<file path="config.mk">
export PLATFORM = sky130hd
export DESIGN_NAME = soc_lsu
export DESIGN_NICKNAME = d
export VERILOG_FILES = /design/src/rtl/soc_lsu_pkg.sv /design/src/rtl/soc_lsu_load_extend.sv /design/src/rtl/soc_lsu.sv
export SDC_FILE = /design/constraint.sdc
export NUM_CORES = 1
export LEC_CHECK = 0
export CORE_MARGIN = 2
export CORE_UTILIZATION = 42
export DETAILED_ROUTE_END_ITERATION = 12
export GPL_TIMING_DRIVEN = 0
export PLACE_DENSITY = 0.81
export SLEW_MARGIN = 15
export SYNTH_ARGS = -nofsm -noshare
export SYNTH_HDL_FRONTEND = slang
export SYNTH_HIERARCHICAL = 1
export SYNTH_SLANG_ARGS = --single-unit
</file>
<file path="constraint.sdc">
create_clock -name clk_i -period 2.6 [get_ports clk_i]
set_clock_uncertainty 0.05 [all_clocks]
set_input_delay 0.65 -clock clk_i [delete_from_list [all_inputs] [get_ports clk_i]]
set_output_delay 0.65 -clock clk_i [all_outputs]
set_load 0.05 [all_outputs]
</file>
<file path="src/rtl/soc_lsu_pkg.sv">
// soc_lsu_pkg: funct3 size codes, LSU state type, byte-enable and store-lane helpers
package soc_lsu_pkg;
  localparam logic [2:0] SIZE_B  = 3'b000;
  localparam logic [2:0] SIZE_H  = 3'b001;
  localparam logic [2:0] SIZE_W  = 3'b010;
  localparam logic [2:0] SIZE_BU = 3'b100;
  localparam logic [2:0] SIZE_HU = 3'b101;
  typedef enum logic [1:0] {IDLE, REQ, WAIT} lsu_state_t;
  function automatic logic [3:0] be_for(input logic [2:0] size, input logic [1:0] off);
    return size == SIZE_W ? 4'b1111 : (size[0] ? 4'b0011 : 4'b0001) << off;
  endfunction
  function automatic logic [31:0] wdata_for(input logic [2:0] size, input logic [31:0] w);
    return size == SIZE_W ? w : size[0] ? {2{w[15:0]}} : {4{w[7:0]}};
  endfunction
endpackage

</file>
<file path="src/rtl/soc_lsu_load_extend.sv">
// soc_lsu_load_extend: picks the byte/half at off from rdata and sign/zero-extends it per funct3 size
module soc_lsu_load_extend
  import soc_lsu_pkg::*;
(
  input  logic [31:0] rdata,
  input  logic [2:0]  size,
  input  logic [1:0]  off,
  output logic [31:0] data
);
  logic [15:0] h;
  logic [7:0]  b;
  always_comb begin
    h = off[1] ? rdata[31:16] : rdata[15:0];
    b = off[0] ? h[15:8] : h[7:0];
    data = size[1] ? rdata
         : size[0] ? {{16{~size[2] & h[15]}}, h}
         : {{24{~size[2] & b[7]}}, b};
  end
endmodule

</file>
<file path="src/rtl/soc_lsu.sv">
// soc_lsu: core load/store to single-cycle bus request with ack wait, timeout fault, misalign/illegal reject
module soc_lsu
  import soc_lsu_pkg::*;
#(
  parameter int TIMEOUT_CYCLES = 16
) (
  input  logic        clk_i,
  input  logic        rst_i,
  input  logic        lsu_req_i,
  input  logic        lsu_we_i,
  input  logic [2:0]  lsu_size_i,
  input  logic [31:0] lsu_addr_i,
  input  logic [31:0] lsu_wdata_i,
  output logic [31:0] lsu_rdata_o,
  output logic        lsu_stall_o,
  output logic        lsu_misalign_o,
  output logic        lsu_fault_o,
  output logic        bus_req_o,
  output logic        bus_we_o,
  output logic [3:0]  bus_be_o,
  output logic [31:0] bus_addr_o,
  output logic [31:0] bus_wdata_o,
  input  logic [31:0] bus_rdata_i,
  input  logic        bus_ack_i
);
  localparam int CW = $clog2(TIMEOUT_CYCLES);
  lsu_state_t state, state_n;
  logic [CW-1:0] cnt;
  logic [2:0] size_q;
  logic [1:0] off_q;
  logic [31:0] ext;
  logic idle_req, illegal, misalign, accept, done, timeout;
  soc_lsu_load_extend u_ext (.rdata(bus_rdata_i), .size(size_q), .off(off_q), .data(ext));
  always_comb begin
    illegal = !(lsu_size_i inside {SIZE_B, SIZE_H, SIZE_W, SIZE_BU, SIZE_HU}) || (lsu_we_i && lsu_size_i[2]);
    misalign = (lsu_size_i[0] && lsu_addr_i[0]) || (lsu_size_i == SIZE_W && lsu_addr_i[1:0] != 2'b00);
    idle_req = state == IDLE && lsu_req_i;
    accept = idle_req && !illegal && !misalign;
    done = state == WAIT && bus_ack_i;
    timeout = state == WAIT && !bus_ack_i && cnt == CW'(TIMEOUT_CYCLES - 1);
    lsu_fault_o = (idle_req && illegal) || timeout;
    lsu_misalign_o = idle_req && !illegal && misalign;
    lsu_stall_o = accept || state == REQ || (state == WAIT && !bus_ack_i && !timeout);
    lsu_rdata_o = done && !bus_we_o ? ext : 32'h0;
    bus_req_o = state == REQ;
    state_n = accept ? REQ
            : state == REQ ? WAIT
            : (done || timeout) ? IDLE
            : state;
  end
  always_ff @(posedge clk_i) begin
    if (rst_i) begin
      state <= IDLE;
      cnt <= '0;
      size_q <= '0;
      off_q <= '0;
      bus_we_o <= 1'b0;
      bus_be_o <= '0;
      bus_addr_o <= '0;
      bus_wdata_o <= '0;
    end else begin
      state <= state_n;
      cnt <= state == WAIT ? cnt + 1'b1 : '0;
      if (accept) begin
        size_q <= lsu_size_i;
        off_q <= lsu_addr_i[1:0];
        bus_we_o <= lsu_we_i;
        bus_be_o <= be_for(lsu_size_i, lsu_addr_i[1:0]);
        bus_addr_o <= {lsu_addr_i[31:2], 2'b00};
        bus_wdata_o <= wdata_for(lsu_size_i, lsu_wdata_i);
      end
    end
  end
endmodule

</file>
==> metrics.yaml <==
hold_viol: 0
initial_core_util_pct: 42.6
worstSetupPathType: "flip-flop to primary output"
core_area_mm2: 0.0107
grt_usage_pct: 28.2
period_share_pct: 101
h-tree-depth: 3
p_int_mw: 2.03
startpoint_type: "flip-flop"
drt-initial-drc-count: 372
crit_chain: "buf_6 -> mux4_2 -> nand2_4 -> o2111ai_2 -> and2_4 -> buf_8"
cts_buffer_depth: 2
cts.sinks: 78
power.clock.fraction_pct: 25.1
async_flop_share_pct: 0
syn_area_mm2: 0.00458
gp_congestion: 0.907
power_mw: 3.17
clk_latency_ns: 0.35
viasPerCell: 5.63
period_needed_ns: 2.62
synth_seq_cells: 78
syn_to_final_growth_pct: 60.9
yosysUniqueCellTypes: 57
worstPathRequired_ns: 1.90
final_cell_mix: "137 x clkdlybuf4s50_1, 100 x a21oi_1, 74 x dfxtp_1"
avgRoutedWirePerCell_um: 17.7
grt_max_degree: 14
critical_path.top_delay_family: "multiplexers"
first_pass_iters: 7
via_count: 5456
grt_overflow: 0
dieArea_mm2: 0.0118
grt_pass1_wl_um: 26200
pwr-share-seq_pct: 40.7
wirelength_um: 17100
fin_area_mm2: 0.00737
cts_hold_buffers: 0
diodes: 0
synth-edff-count: 0
rows: 38
final_common_cell: "clkdlybuf4s50_1"
ir_drop_mv: 0.446
ys_seq_area_share_pct: 34.1
layout-drive-gt1-share_pct: 23.4
cp_max_fo: 8
setup_viol: 5
slew_viol_final: 0
ios: 209
dpl_cell_area_mm2: 0.00684
portBuffers: 206
die_w_um: 108
slowest_delay_ns: 0.52
crit_buf_inv: 2
p_comb_share_pct: 34.2
yosysWarnings: 6
arrival_ns: 1.92
fmax_mhz: 381
final_cell_count_no_fill: 969
clockRootBuffer: "clkbuf_8"
synthCells: 603
hold_class: "flip-flop to flip-flop"
pre_cts_slack_ns: -1.24
switchingPower_mw: 1.14
hpwl_um: 12800
syn_avg_cell_area_um2: 7.60
violations: "negative setup slack"
die_height_um: 108
grt_pass1_vias: 5337
cts.reportedPaths.clkPinSlew_ns: 0.08
status: "finished, violations left"
tightest_slew_ns: 0.581
drc_errors: 0
cts_buffers: 9
cts_tree: "done"
antenna_left: 0
dp_cells: 950
dominantRegCellSynth: "dfxtp_1"
leakagePower_nw: 2.82
rsz0062_at_grt: "yes"
antenna_found_initial: 0
setup.worst_path.end_class: "primary output"
cap_violations: 0
max_slew_margin_pct: 61.1
p_per_area_mw_per_mm2: 430
crit_slowest_cell: "mux4_2"
final_nets: 930
swShare_pct: 35.9
fillers: 874
worst_slack_ns: -0.0230
==> registers in the layout (all words and copies together), names as in the netlist <==
register	count
state	2
bus_be_o	4
bus_addr_o	30
cnt	4
off_q	2
size_q	3
bus_wdata_o	32
bus_we_o	1
==> timing repair <==
item                                    in CTS  in global routing
pin swaps                                   18                 21
buffers inserted                             7                  0
endpoints found under the setup margin      35                 34
gates resized for setup                    350                 62
cloned                                       1                  0
endpoints found under the hold margin        0                  0
==> cell type report <==
type                    instances  area (µm²)  area share, %
clock buffers                   9         124           1.68
clock inverters                 6        38.8          0.526
multi-input cells             438        2880           39.1
repair buffers                214        2130           28.9
flip-flops and latches         78        1570           21.3
well taps                     140         175           2.38
inverters                      25        93.8           1.27
plain buffers                  59         358           4.85
==> stage by stage <==
stage	utilization, %	setup TNS, ns	hold WS, ns
finish	68.6	-0.0581	0.417
CTS	66.8	-0.0925	0.412
floorplan	-	0	0.368
global route	68.6	-1.41	0.449
detailed placement	63.6	-33.07	0.394
global placement	63.6	-32.56	0.377
==> power by group through the flow <==
stage | clock [mW] | sequential (mW) | combinational [mW]
6_report | 0.796 | 1.29 | 1.09
3_3_place_gp | 0 | 1.31 | 1.00
2_1_floorplan | 0 | 1.50 | 0.411
4_1_cts | 0.806 | 1.29 | 1.04
5_1_grt | 0.851 | 1.30 | 1.15
3_5_place_dp | 0 | 1.31 | 1.01
==> final timing paths <==
kind	from	to	slack (ns)	depth (start not counted)
worst max register to register	state[0]	bus_wdata_o[29]	0.71	6
worst max-delay path	off_q[1]	lsu_rdata_o[15]	-0.02	6
worst min-delay path	cnt[0]	cnt[0]	0.42	1
worst min register to register	cnt[0]	cnt[0]	0.42	1
==> worst register-to-register path: stages, from the launching register on <==
cell,delay [ns]
dfxtp_1,0.30
buf_2,0.17
nor2_1,0.22
nand4_4,0.33
nor2_8,0.33
buf_6,0.20
mux2i_1,0.22
==> kinds of logic after synthesis <==
family / Yosys count / synth area share (%)
adders and majority gates: 1 / 0.273
AOI/OAI and AO/OA: 215 / 26.8
DFF: 78 / 34.1
buffers and inverters: 88 / 9.28
muxes: 21 / 5.22
xor gates and xnor gates: 2 / 0.382
other: 1 / 0.0818
and+or+nand+nor: 197 / 23.8
==> layer usage <==
metal / part of all wire [%] / vias up / GRT usage [%] / wire [µm]
met5: 0 / - / 0 / 0
met3: 8.4 / 40 / 6.57 / 1440
met2: 49 / 276 / 48.6 / 8470
met1: 39 / 2553 / 33.8 / 6750
li1: - / 2587 / - / -
met4: 2.7 / 0 / 11.4 / 456
==> cell usage after synthesis, types with 2 or more instances <==
| cell type | n | area, µm² |
|---|---|---|
| and3b_1 | 7 | 61.3 |
| buf_6 | 5 | 56.3 |
| a21oi_1 | 101 | 505 |
| dfxtp_1 | 78 | 1560 |
| nand3b_1 | 3 | 22.5 |
| mux2_2 | 10 | 113 |
| o21bai_1 | 2 | 15.0 |
| a31oi_1 | 2 | 12.5 |
| buf_4 | 6 | 45.0 |
| clkbuf_2 | 6 | 30.0 |
| o21ai_0 | 59 | 295 |
| and2b_1 | 2 | 15.0 |
| mux2i_1 | 9 | 90.1 |
| a2111oi_1 | 7 | 70.1 |
| o21ai_1 | 10 | 50.1 |
| clkinv_1 | 2 | 7.51 |
| nand3_1 | 45 | 225 |
| nor2_2 | 2 | 12.5 |
| nand4b_1 | 7 | 61.3 |
| nand2_1 | 47 | 176 |
| nand4_1 | 7 | 43.8 |
| a211oi_1 | 24 | 180 |
| buf_2 | 22 | 110 |
| and2_1 | 33 | 206 |
| clkbuf_1 | 21 | 78.8 |
| a311oi_1 | 2 | 17.5 |
| nor3_1 | 11 | 55.1 |
| inv_1 | 23 | 86.3 |
| nand2b_1 | 2 | 12.5 |
| buf_1 | 3 | 11.3 |
| nor2b_1 | 3 | 18.8 |
| nor2_1 | 17 | 63.8 |
No activity file was read; power rests on OpenSTA's default activity.
